### config.mk
export PLATFORM = sky130hd
export DESIGN_NAME = pot_adc_reader_flat
export DESIGN_NICKNAME = d
export VERILOG_FILES = /design/src/rtl/pot_adc_reader_if.sv /design/src/rtl/pot_adc_reader.sv /design/src/flat_wrapper.sv
export SDC_FILE = /design/constraint.sdc
export NUM_CORES = 1
export LEC_CHECK = 0
export CAP_MARGIN = 20
export CORE_MARGIN = 8
export CORE_UTILIZATION = 56
export CTS_CLUSTER_SIZE = 10
export DETAILED_ROUTE_END_ITERATION = 6
export PLACE_DENSITY_LB_ADDON = 0.3
export SYNTH_ARGS = -nofsm -noshare
export SYNTH_HDL_FRONTEND = slang
export SYNTH_SLANG_ARGS = --single-unit
### constraint.sdc
create_clock -name clk -period 10.65 [get_ports clk]
set_clock_uncertainty 0.1 [all_clocks]
set_input_delay 2.13 -clock clk [delete_from_list [all_inputs] [get_ports clk]]
set_output_delay 2.13 -clock clk [all_outputs]
set_load 0.05 [all_outputs]
### src/rtl/pot_adc_reader_if.sv
// ============================================================================
// Module      : pot_adc_reader_if
// Description : SPI pins of the pot ADC plus the pot code handed to the scaler.
// Revision    : 1.0 - initial release
// ============================================================================
`timescale 1ns/1ps
`default_nettype none

interface pot_adc_reader_if;
    logic        SS_n;
    logic        SCLK;
    logic        MOSI;
    logic        MISO;
    logic [11:0] pot;
    logic        pot_vld;
    logic        busy;

    modport master (
        output SS_n,
        output SCLK,
        output MOSI,
        input  MISO,
        output pot,
        output pot_vld,
        output busy
    );

    modport slave (
        input  SS_n,
        input  SCLK,
        input  MOSI,
        output MISO,
        input  pot,
        input  pot_vld,
        input  busy
    );
endinterface

`default_nettype wire

### src/rtl/pot_adc_reader.sv
// ============================================================================
// Module      : pot_adc_reader
// Description : Periodic SPI conversion of the volume pot with slew-limited output.
// Revision    : 1.0 - initial release
// ============================================================================
`timescale 1ns/1ps
`default_nettype none

module pot_adc_reader #(
    parameter int unsigned SCLK_DIV  = 32,
    parameter logic [2:0]  CHANNEL   = 3'd1,
    parameter logic [19:0] PERIOD    = 20'd50000,
    parameter logic [11:0] SLEW_STEP = 12'd16
) (
    input  wire logic         clk,
    input  wire logic         rst_n,
    pot_adc_reader_if.master  bus
);

    localparam int unsigned         C_HALF    = SCLK_DIV / 2;
    localparam int                  DIV_W     = (C_HALF > 1) ? $clog2(C_HALF) : 1;
    localparam logic [DIV_W-1:0]    C_HALF_M1 = DIV_W'(C_HALF - 1);
    localparam logic [15:0]         C_CMD     = {2'b00, CHANNEL, 11'b0};
    localparam logic [20:0]         C_PERIOD  = {1'b0, PERIOD};

    typedef enum logic [2:0] {
        S_IDLE  = 3'd0,
        S_FRONT = 3'd1,
        S_SHIFT = 3'd2,
        S_BACK  = 3'd3,
        S_DONE  = 3'd4
    } state_t;

    state_t             r_state;
    logic [DIV_W-1:0]   r_div;
    logic [3:0]         r_rises;
    logic               r_sclk;
    logic               r_ss_n;
    logic               r_busy;
    logic [15:0]        r_mosi_sr;
    // Only the low 12 bits of the 16-bit frame matter, so older bits fall off the top.
    logic [11:0]        r_shift;
    logic [19:0]        r_cnt;
    logic               r_primer;
    logic [11:0]        r_pot;
    logic               r_vld;

    logic               w_expired;
    logic               w_up;
    logic [11:0]        w_diff;
    logic [11:0]        w_next;

    assign w_expired = ({1'b0, r_cnt} + 21'd1) >= C_PERIOD;
    assign w_up      = r_shift >= r_pot;
    assign w_diff    = w_up ? (r_shift - r_pot) : (r_pot - r_shift);
    // Ordered subtraction keeps the step inside 0..4095 without any wrap.
    assign w_next    = (w_diff <= SLEW_STEP) ? r_shift :
                       w_up ? (r_pot + SLEW_STEP) : (r_pot - SLEW_STEP);

    always_ff @(posedge clk or negedge rst_n) begin
        if (!rst_n) begin
            r_state   <= S_IDLE;
            r_div     <= '0;
            r_rises   <= '0;
            r_sclk    <= 1'b1;
            r_ss_n    <= 1'b1;
            r_busy    <= 1'b0;
            r_mosi_sr <= '0;
            r_shift   <= '0;
            r_cnt     <= '0;
            r_primer  <= 1'b1;
            r_pot     <= '0;
            r_vld     <= 1'b0;
        end else begin
            r_vld <= 1'b0;
            if (r_cnt != '1) r_cnt <= r_cnt + 20'd1;

            case (r_state)
                S_IDLE: begin
                    if (r_primer || w_expired) begin
                        r_state   <= S_FRONT;
                        r_ss_n    <= 1'b0;
                        r_busy    <= 1'b1;
                        r_mosi_sr <= C_CMD;
                        r_div     <= '0;
                        r_rises   <= '0;
                        r_cnt     <= '0;
                    end
                end
                S_FRONT: begin
                    if (r_div == C_HALF_M1) begin
                        r_div   <= '0;
                        r_sclk  <= 1'b0;
                        r_state <= S_SHIFT;
                    end else begin
                        r_div <= r_div + 1'b1;
                    end
                end
                S_SHIFT: begin
                    if (r_div == C_HALF_M1) begin
                        r_div <= '0;
                        if (!r_sclk) begin
                            r_sclk  <= 1'b1;
                            r_shift <= {r_shift[10:0], bus.MISO};
                            r_rises <= r_rises + 4'd1;
                            if (r_rises == 4'd15) r_state <= S_BACK;
                        end else begin
                            // The first fall happens in FRONT, so every fall here advances MOSI.
                            r_sclk    <= 1'b0;
                            r_mosi_sr <= {r_mosi_sr[14:0], 1'b0};
                        end
                    end else begin
                        r_div <= r_div + 1'b1;
                    end
                end
                S_BACK: begin
                    if (r_div == C_HALF_M1) begin
                        r_div   <= '0;
                        r_ss_n  <= 1'b1;
                        r_busy  <= 1'b0;
                        r_state <= S_DONE;
                    end else begin
                        r_div <= r_div + 1'b1;
                    end
                end
                S_DONE: begin
                    // The ADC answers with the previous channel, so the first frame is stale.
                    if (r_primer) begin
                        r_primer <= 1'b0;
                    end else begin
                        r_pot <= w_next;
                        r_vld <= 1'b1;
                    end
                    r_state <= S_IDLE;
                end
                default: r_state <= S_IDLE;
            endcase
        end
    end

    assign bus.SS_n    = r_ss_n;
    assign bus.SCLK    = r_sclk;
    assign bus.MOSI    = r_mosi_sr[15];
    assign bus.pot     = r_pot;
    assign bus.pot_vld = r_vld;
    assign bus.busy    = r_busy;

endmodule

`default_nettype wire

### src/flat_wrapper.sv
// flat-port wrapper written by rule: the top's interface ports become plain ports
module pot_adc_reader_flat 
#(
    parameter int unsigned SCLK_DIV  = 32,
    parameter logic [2:0]  CHANNEL   = 3'd1,
    parameter logic [19:0] PERIOD    = 20'd50000,
    parameter logic [11:0] SLEW_STEP = 12'd16
)
  (clk, rst_n, bus_SS_n, bus_SCLK, bus_MOSI, bus_MISO, bus_pot, bus_pot_vld, bus_busy);
  pot_adc_reader_if bus_i ();
  input  wire logic clk;
  input  wire logic rst_n;
  output wire logic [$bits(bus_i.SS_n)-1:0] bus_SS_n;
  output wire logic [$bits(bus_i.SCLK)-1:0] bus_SCLK;
  output wire logic [$bits(bus_i.MOSI)-1:0] bus_MOSI;
  input wire logic [$bits(bus_i.MISO)-1:0] bus_MISO;
  output wire logic [$bits(bus_i.pot)-1:0] bus_pot;
  output wire logic [$bits(bus_i.pot_vld)-1:0] bus_pot_vld;
  output wire logic [$bits(bus_i.busy)-1:0] bus_busy;
  assign bus_SS_n = bus_i.SS_n;
  assign bus_SCLK = bus_i.SCLK;
  assign bus_MOSI = bus_i.MOSI;
  assign bus_i.MISO = bus_MISO;
  assign bus_pot = bus_i.pot;
  assign bus_pot_vld = bus_i.pot_vld;
  assign bus_busy = bus_i.busy;
  pot_adc_reader #(.SCLK_DIV(SCLK_DIV), .CHANNEL(CHANNEL), .PERIOD(PERIOD), .SLEW_STEP(SLEW_STEP)) u_core (.clk(clk), .rst_n(rst_n), .bus(bus_i));
endmodule
Word-level counts from Yosys, hierarchy flattened:

Index checks and enable logic that the tools add are counted.

* mux-type cells: 34
* equal/unequal tests: 14
* reduce and logical (&&, ||, !) cells: 15
* bitwise operators: 2
* order comparisons: 3
* add/subtract/negate cells: 8

Operator list (count)
* 20-bit 2-to-1 mux: 3
* 16-bit 2-to-1 mux: 3
* 12-bit 2-to-1 mux: 3
* 16-bit one-hot mux with 2 select lines: 1
* 12-bit subtractor: 2
* 20-bit by 1-bit adder with 21-bit output (second input constant): 1
* 21-bit by 16-bit greater-or-equal comparator with 1-bit output (second input constant): 1
* 20-bit by 1-bit adder with 20-bit output (second input constant): 1
* 20-bit != test (second input constant): 1
* 3-bit 2-to-1 mux: 6
* 4-bit 2-to-1 mux: 4
* 4-bit one-hot mux with 2 select lines: 2
* 12-bit by 5-bit adder with 12-bit output (second input constant): 1
* 12-bit greater-or-equal comparator: 1
* 12-bit by 5-bit less-or-equal comparator with 1-bit output (second input constant): 1
* 2-bit by 1-bit != test with 1-bit output (second input constant): 6
* 3-bit one-hot mux with 4 select lines: 1
* 12-bit by 5-bit subtractor with 12-bit output (second input constant): 1
* 3-bit AND reduction: 3
* 4-bit by 1-bit adder with 4-bit output (second input constant): 2
* 4-bit equality test (second input constant): 2
* 1-bit 2-to-1 mux: 8
* 4-bit AND reduction: 2
* 2-bit nonzero test: 4
* 11 further kinds: 16

* logic and storage cells: 88
* output and inout bits: 17
* bits in registers: 76

Logic depth before layout (Yosys ltp):

Gate-level depths: netlist of the first run.

* depth in word-level cells: 5
* depth in mapped cells: 20
* gate-level depth less buffers: 18

Worst setup path after synthesis of the first run:

Ideal clock, no wire load.

* path type: reg2reg
* start point: register u_core.r_pot[4], in the netlist u_core.bus.pot[4]
* end point: register u_core.r_pot[11], in the netlist u_core.bus.pot[11]
* cell stages (with the launch flop): 20
* slack: 6.578 ns
* path buffers: 1
* period minus slack after synthesis: 4.072 ns
* arrival time: 3.840 ns
* cell sequence: dfrtp_1 > inv_1 > ha_1 > nand4_1 > a2111o_1 > o21ba_1 > buf_6 > nand2_4 > inv_2 > ha_1 > a21o_1 > a21oi_1 > o21bai_1 > a21oi_1 > o21bai_1 > a21oi_1 > xnor2_1 > and2_1 > o21ai_2 > o221ai_2

* longest elaborated chain between the ends: 4
* elaborated cells on any way between the ends: 9

RTL lines
* start: declaration: RTL line pot_adc_reader.sv:45 `logic [11:0] r_pot;`
* start signal: assignment: RTL line pot_adc_reader.sv:131 `r_pot <= w_next;`
* 12-bit subtractor or 12-bit greater-or-equal comparator (tied branches): RTL line pot_adc_reader.sv:55, pot_adc_reader.sv:54
* 12-bit 2-to-1 mux: RTL line pot_adc_reader.sv:55 `assign w_diff = w_up ? (r_shift - r_pot) : (r_pot - r_shift);`
* 12-bit by 5-bit less-or-equal comparator with 1-bit output: RTL line pot_adc_reader.sv:57 `assign w_next = (w_diff <= SLEW_STEP) ? r_shift :`
* 12-bit 2-to-1 mux *: RTL line pot_adc_reader.sv:57

Mark *: on every way between the ends. The rest lies on a longest branch, timed or not.
A chain may end at the register's enable or synchronous reset.

Worst setup path in the final report of the first run:

* start point: register u_core.r_pot[0], in the netlist u_core.bus.pot[0]
* end point: register u_core.r_pot[11], in the netlist u_core.bus.pot[11]

Same word-level chain as after synthesis.

==> impl_summary.md, run 1 <==
Finish
The net total in the final layout is approximately 570. The area overhead of the layout relative to synthesis is 9.01%. The repair_antennas step left the layout with diodes totalling 0. The post-route netlist has 10.5% of its cells at a drive strength greater than 1.

The cell area after layout is roughly 5100 um2. Counting the fill cells in the layout gives between 600 and 700.

Pwr
The share of total power dissipated in the clock network is between 40% and 50%. Of the total power, registers draw between 50% and 60%. Internal power comes to about 360 uW.

The power spent charging and discharging nets is 113 uW. The leakage power is 0.00221 uW. The relative contribution of combinational cells to total power is 1.7%. VDD sags by at most around 0.064 mV. For this design the ratio of total power to cell area is ~92 nW/um2. The switching share of power is between 20% and 30%.

Global route
The overall overflow remaining after global route is 0. The number of global-route vias before repair is ~3,700. The first global-routing pass estimated between 15,000 and 20,000 um of wire. The total routing resource utilization after global routing is 17.7%. The number of antenna violations at the first check in global routing is 0.

Entering global routing, the biggest net connects 66 pins.

Clock tree
The clock net in this run drives a total of 65 sinks. The number of clock buffers inserted by TritonCTS is 9. The number of setup buffers added after CTS is 0. The number of hold buffers added after CTS was 0. TritonCTS built the clock tree. For the worst-skew pair, the clock arrives at the later sink with an insertion delay of between 0.3 and 0.4 ns. The buffer type at the clock tree root is clkbuf_8. The maximum clock insertion buffer count is 2. The quantity of gates resized following cts is 0. In this run the number of H-tree levels came out at 3. The clock transition at the register clock pins on the worst setup and hold paths after CTS is approximately 0.08 ns.

Floorplanning
In this run the count of I/O pins placed on the die edge is 20. The vertical die dimension is between 100 and 150 um. The core region is between 8000 and 9000 um2. The die area is 11,600 um2. For this configuration, the core starts out at a cell density of a little under three fifths. The cell row count is 33. From left edge to right edge, the die measures about 110 um.

Setup path
For the worst setup path, the data required time is 10.77 ns. The worst register-to-register path begins at u_core.bus.pot[0]. The type of origin of the critical path is a flop. Across all register-to-register paths, the minimum setup slack is 6.46 ns. The worst setup path is of the flop to flop kind.

The worst register-to-register path ends at u_core.bus.pot[11]. STA classifies the critical path endpoint as a flop. Along the worst path, the maximum fanout reaches 8. The data arrival at the endpoint of the critical path is about 4.3 ns. The depth of the worst register-to-register path is 18.

Timing
Derived from the worst setup path, the maximum achievable clock frequency is around 240 MHz. The max-slew violation total from the final report was 0. Setup repair after global routing left no endpoint under its margin. The worst pin sits at a relative slew slack of between 40% and 50%. The fraction of the cycle the final worst path needs is roughly 39%. The total setup violations reported at the end of the flow is 0. The hold violation total from the final report is 0. The post-layout minimum cycle time is ~4.2 ns. The slew at the pin closest to its max-slew limit is roughly 0.83 ns. For the final routed database, the setup TNS stands at 0 ns.

Route
After detailed routing, the number of remaining DRC violations is 0. The violation count after the first detailed-route iteration is between 150 and 200. Summed over all layers, the routed wires come to 9880 um.

The number of optimization iterations in the first detailed-route pass is 4. The via count is about 3,800. In the routed layout, each cell is associated on average with a via count of approximately 5.9. After detailed routing, the average wire length per cell comes to ~15 um.

The post-detailed-route count of antenna-violating nets is 0.

Synthesis
The synthesis warning total is 0. The most numerous cell in the Yosys netlist is dfrtp_1. A synthesized cell averages 8.89 um2. The number of enable-type register cells in the synthesized netlist is 0. For this run, asynchronously set or reset flops after synthesis account for 100%. Sorting the synthesized cells by how often they occur yields dfrtp_1 (62), nand2_1 (51), a21oi_1 (39). The post-synthesis register bit count is 65. In the post-synthesis netlist, the biggest area contributors are dfrtp_1 (33%), ha_1 (8.5%), a21oi_1 (4.2%), nand2_1 (4.1%), xnor2_1 (3.9%). The netlist uses 70 different library cells. Synthesis produced a netlist with a net count of roughly 560. Among all flip-flop cells after synthesis, the most frequent one is dfrtp_1. The portion of the post-synthesis area used by sequential elements is 34.7%.

The share of Yosys cell area claimed by the top area cell type is 33.0%. The post-synthesis instance total is approximately 530. The summed instance area of the synthesized netlist is 4690 um2. The largest total area in the synthesized netlist belongs to dfrtp_1.

Placed design
The cell area after placement is about 4900 um2. Buffers placed on the I/O ports in this run total 19. The final weighted congestion in routability-driven placement is roughly 0.88. Once detailed placement completed, the half-perimeter wirelength came to between 7000 and 8000 um.

Worst hold path
In this run the most critical hold path is launched from u_core.bus.SS_n. The worst hold path depth is 2. The end point of the worst hold path is u_core.bus.SS_n. The path category of the worst min-delay check is flop to flop.

Job
The reported max-cap violation count is 0.

Status
The run finished with clean final reports.
-- critical path, stage by stage, from the launching register on --
cell and delay [ns]:
dfrtp_1 0.37, inv_1 0.06, ha_1 0.30, nand2b_1 0.15
a2111oi_1 0.54, o21ba_1 0.40, nand2_4 0.18, inv_2 0.20
ha_1 0.26, a21o_1 0.16, a21oi_1 0.23, o21bai_1 0.10
a21oi_1 0.24, o21bai_1 0.09, a21oi_1 0.18, xnor2_1 0.09
and2_1 0.17, o21ai_2 0.13, o221ai_2 0.10
-- area by class of cell --
cell class	count	area [um2]	share of cell area [%]
flip-flops and latches	65	1630	31.9
well taps	105	131	2.57
clock buffers	9	124	2.42
repair buffers	21	200	3.91
clock inverters	7	77.6	1.52
multi-input cells	402	2810	54.9
inverters	39	146	2.86
-- kinds of logic (layout without fill, tap and decap cells) --
group           Yosys count  in the layout  synth area share [%]
xor+xnor                 31             31                  5.78
simple gates            180            180                  20.9
compound gates          144            144                  20.7
buf+inv                  61             76                  5.57
flops                    65             65                  34.7
fa+ha+maj                33             33                  8.96
mux                      14             14                  3.30
-- layer usage --
metal	routed length (um)	vias to the layer above	track usage, %
met5	0	-	0
met4	184	0	7.43
met3	366	20	4.07
met2	4680	65	29.9
met1	4650	1843	21.2
li1	-	1915	-
-- how the worst max path moves through the flow --
stage / start / endpoint / slack, ns / cells past startpoint
2_1_floorplan: u_core.bus.pot[4] / u_core.bus.pot[11] / 6.58 / 19
6_report: u_core.bus.pot[0] / u_core.bus.pot[11] / 6.46 / 18
3_3_place_gp: u_core.bus.pot[5] / u_core.bus.pot[11] / 6.59 / 18
4_1_cts: u_core.bus.pot[0] / u_core.bus.pot[11] / 6.45 / 18
3_5_place_dp: u_core.bus.pot[5] / u_core.bus.pot[11] / 6.49 / 18
5_1_grt: u_core.bus.pot[0] / u_core.bus.pot[11] / 6.15 / 18
-- power groups by stage --
stage / registers, uW / logic [uW] / clock network (uW)
after floorplan: 252 / 1.95 / 0
after global placement: 252 / 8.17 / 0
after detailed placement: 252 / 8.40 / 0
after CTS: 247 / 8.41 / 222
after global routing: 247 / 9.46 / 235
final: 247 / 8.01 / 217
-- flip-flops by register name (all words and copies together) (netlist names) --
signal and cells:
u_core.bus.pot 12, u_core.r_mosi_sr 5, u_core.bus.SS_n 1, u_core.r_cnt 20, u_core.bus.SCLK 1, u_core.r_state 3, u_core.bus.busy 1, u_core.r_rises 4
u_core.r_div 4, u_core.r_shift 12, u_core.bus.pot_vld 1, u_core.r_primer 1
-- cells in the final DEF (no fill, tap or decap), drive strengths merged, types with 4 or more instances in the layout --
master,netlist,layout
a21oi,39,39
mux2i,11,11
nor4,6,6
clkbuf,12,9
nand2,53,53
inv,39,41
nor2,38,38
o221ai,7,7
a22oi,6,6
o21bai,4,4
xor2,10,10
dfrtp,62,62
a21o,5,5
xnor2,21,21
and2,6,6
a31oi,5,5
ha,32,32
nand2b,7,7
o21ai,42,42
nor3,13,13
nand4,10,10
or2,4,4
clkdlybuf4s50,0,18
nand3,19,19
or3,4,4
and3,6,6
o2bb2ai,8,8
a211oi,4,4
o31ai,5,5
-- per-stage QoR --
step	hold slack, ns	std cells	total power [uW]	utilization, %	setup WS [ns]
floorplan	0.356	528	254	-	6.58
global placement	0.378	632	260	60.1	6.59
detailed placement	0.390	632	260	60.1	6.49
CTS	0.404	648	477	62.6	6.45
global route	0.417	648	491	62.6	6.15
finish	0.398	648	472	62.6	6.46
Note: power is estimated with default switching activity, not from simulation.
==> run 2, diff against run 1 <==
clock period = 4.22 ns   (was 10.65 ns; I/O delays follow)
==> impl_summary.md, run 2 (synthesis gave the netlist of run 1 again) <==
Status
The flow ran to the end, and the final reports show no timing, DRC or antenna violations.

Clock tree
The clock transition at the register clock pins on the worst setup and hold paths after CTS came to 0.08 ns (about the same). The buffer type at the clock tree root is clkbuf_8. The hold-fix buffer count after cts is 0 (unchanged). The number of buffers inserted to repair setup after CTS is 0 (unchanged). The clock tree from TritonCTS is yes.

The CTS H-tree depth is 3 (unchanged). The maximum clock insertion buffer count is 2 (unchanged). The number of sinks driven by the clock tree is 65 (unchanged).

The clock latency on the worst-skew pair is 0.35 ns (about the same). The number of clock buffers inserted by TritonCTS came to 9 (unchanged).

Placed design
The port buffer count is 19 (unchanged). The pre-CTS setup slack came to 0.302 ns (-6.19 ns). The number of cells after detailed placement is 636 (+0.63%).

The detailed placer's ending HPWL is 7330 um (+2.8%). The cell area after placement is 4950 um2 (+0.61%). The final weighted congestion in routability-driven placement came to 0.864 (-1.6%).

Timing
The hold violation total from the final report came to 0 (unchanged). The fraction of the cycle the final worst path needs is 93.2% (+54 points). The achievable frequency is 254 MHz (+6.6%). The max-slew violation total from the final report came to 0 (unchanged).

The summed negative setup slack over all endpoints is 0 ns (unchanged). The least setup slack across all paths after layout is 0.289 ns (-6.17 ns). Setup repair after global routing left no endpoint under its margin. The post-layout minimum cycle time is 3.93 ns (-0.260 ns).

The total setup violations reported at the end of the flow is 0 (unchanged). The slew at the pin closest to its max-slew limit is 0.740 ns (-0.0910 ns). The worst slew slack as a fraction of its limit is 50.3% (+5.7 points).

Finish
The net total in the final layout is 578 (+0.70%). The most common library cell in the layout ignoring fill and taps is dfrtp_1. The largest register by flop count is u_core.r_cnt. The share of final-layout standard cells stronger than drive strength 1 is 11.5% (+1.0 points). The top cell types in the final layout, fill and taps aside, are dfrtp_1 (62), nand2_1 (51), a21oi_1 (39). The final antenna diode count came to 0 (unchanged).

The cell area after layout is 5150 um2 (+0.61%). The flip-flop count of the largest register, all copies and words added is 20 (unchanged). The area overhead of the layout relative to synthesis is 9.67%. The final cell count without fillers was 652 (+0.62%).

Setup path
The maximum single-stage delay on the critical path is 0.43 ns (-0.11 ns). STA classifies the critical path endpoint as a flop. The largest fanout on the critical path is 8 (unchanged). The terminus of the critical flop-to-flop path is u_core.bus.pot[11].

By instance count, the cell type seen most on the critical path is a21oi_1. The critical path required time is 4.34 ns (-6.43 ns). The depth of the worst register-to-register path is 18 (unchanged).

The slack of the worst reg-to-reg path is 0.29 ns (-6.17 ns). The signal on the critical path passes through inv_1, ha_1, nand4_1, a2111o_1, o21ba_2, nand2_4, inv_2, ha_1, a21o_1, a21oi_1, o21bai_1, a21oi_1, o21bai_1, a21oi_1, xnor2_1, and2_1, o21ai_2, o221ai_2. The kind of cell with the highest combined delay along the critical path is compound AO/OA/AOI/OAI gates. The slowest stage of the critical path is the a2111o_1 cell. The data arrival at the endpoint of the critical path is 4.05 ns (-0.26 ns). The worst register-to-register path begins at u_core.bus.pot[7]. The type of origin of the critical path is a flop. The category of the critical setup timing path is flop to flop. The number of buffers and inverters on the critical path came to 2 (unchanged).

Pwr
The leakage power was 0.00222 uW (+0.37%). The sequential fraction of design power was 52.5% (+0.2 points). The relative contribution of combinational cells to total power is 1.7% (about the same). The share of total power in the clock network is 45.7% (-0.3 points). The switching share of power is 23.8% (-0.18 points). The total power is 1190 uW (+150%).

The internal cell power is 904 uW (+150%). The highest ir drop seen on vdd was 0.201 mV (+220%). The power per unit of standard cell area is 230 nW/um2 (+150%). The power spent charging and discharging nets is 283 uW (+150%).

Global route
The first-pass GRT wire length is 16,500 um (-1.9%). The number of global-route vias before repair is 3,444 (-6.3%). The overall overflow remaining after global route was 0 (unchanged). The maximum number of pins on one net before global-route repair came to 48 (-27%). The number of antenna violations at the first check in global routing is 0 (unchanged). The total routing resource utilization after global routing came to 17.5% (-0.18 points).

Route
The final routed wirelength across all metal layers is 9850 um (-0.35%). The routed wirelength normalized by instance count is 15.1 um (-0.97%). The post-detailed-route count of antenna-violating nets is 0 (unchanged). The via count is 3,804 (-1.0%). The violation count after the first detailed-route iteration is 184 (-2.1%). The detailed-route DRC error count is 0 (unchanged). The number of optimization iterations in the first detailed-route pass came to 5 (+1). The number of vias per cell after detailed routing came to 5.83 (-1.6%).

Floorplanning
The number of placed I/O pins came to 20 (unchanged). The core box area is 8180 um2 (unchanged). The vertical die dimension came to 108 um (unchanged). The horizontal extent of the die is 108 um (unchanged).

The cell row count is 33 (unchanged). The initial standard-cell utilization of the core is 57.4% (unchanged). The die area came to 11,600 um2 (unchanged).

Worst hold path
The path category of the worst min-delay check is input pin to async pin.

Job
The reported max-cap violation count came to 0 (unchanged).
[run 2: final cells by class]
class	instances	area [um2]
inverter	39	146
clock buffer	9	124
tap	105	131
clock inverter	7	76.3
timing repair buffer	25	230
multi-input combinational	402	2810
fill	696	3030
sequential	65	1630
[run 2: worst max path at each step]
stage	start	end	slack, ns	cells past startpoint
3_5_place_dp	u_core.bus.pot[4]	u_core.bus.pot[11]	0.30	18
2_1_floorplan	u_core.bus.pot[4]	u_core.bus.pot[11]	0.15	19
4_1_cts	u_core.bus.pot[4]	u_core.bus.pot[11]	0.28	18
5_1_grt	u_core.bus.pot[4]	u_core.bus.pot[11]	0.008	18
6_report	u_core.bus.pot[7]	u_core.bus.pot[11]	0.29	18
3_3_place_gp	u_core.bus.pot[0]	u_core.bus.pot[11]	0.33	18
[run 2: per-stage QoR]
| stage | utilization (%) | hold slack (ns) |
|---|---|---|
| final | 63.0 | 0.339 |
| after global routing | 63.0 | 0.353 |
| after CTS | 62.9 | 0.339 |
| after detailed placement | 60.5 | 0.391 |
| after global placement | 60.5 | 0.379 |
| after floorplan | - | 0.356 |
[run 2: what timing repair did]
action | 4_1_cts | 5_1_grt
endpoints found under the setup margin | 0 | 1
gates resized for setup | 0 | 2
endpoints found under the hold margin | 0 | 0
[run 2: power groups by stage]
stage / Clock [uW] / Combinational [uW] / Sequential, uW
final: 543 / 20.5 / 623
after global routing: 580 / 24.4 / 623
after CTS: 557 / 21.6 / 623
after detailed placement: 0 / 21.6 / 636
after global placement: 0 / 21.2 / 635
after floorplan: 0 / 4.92 / 636
[run 2: routing by layer]
layer,up-vias,global-route usage (%),wire (um)
met2,73,29.0,4770
li1,1912,-,-
met1,1806,22.2,4570
met4,0,5.75,148
met5,-,0,0
met3,13,3.65,369
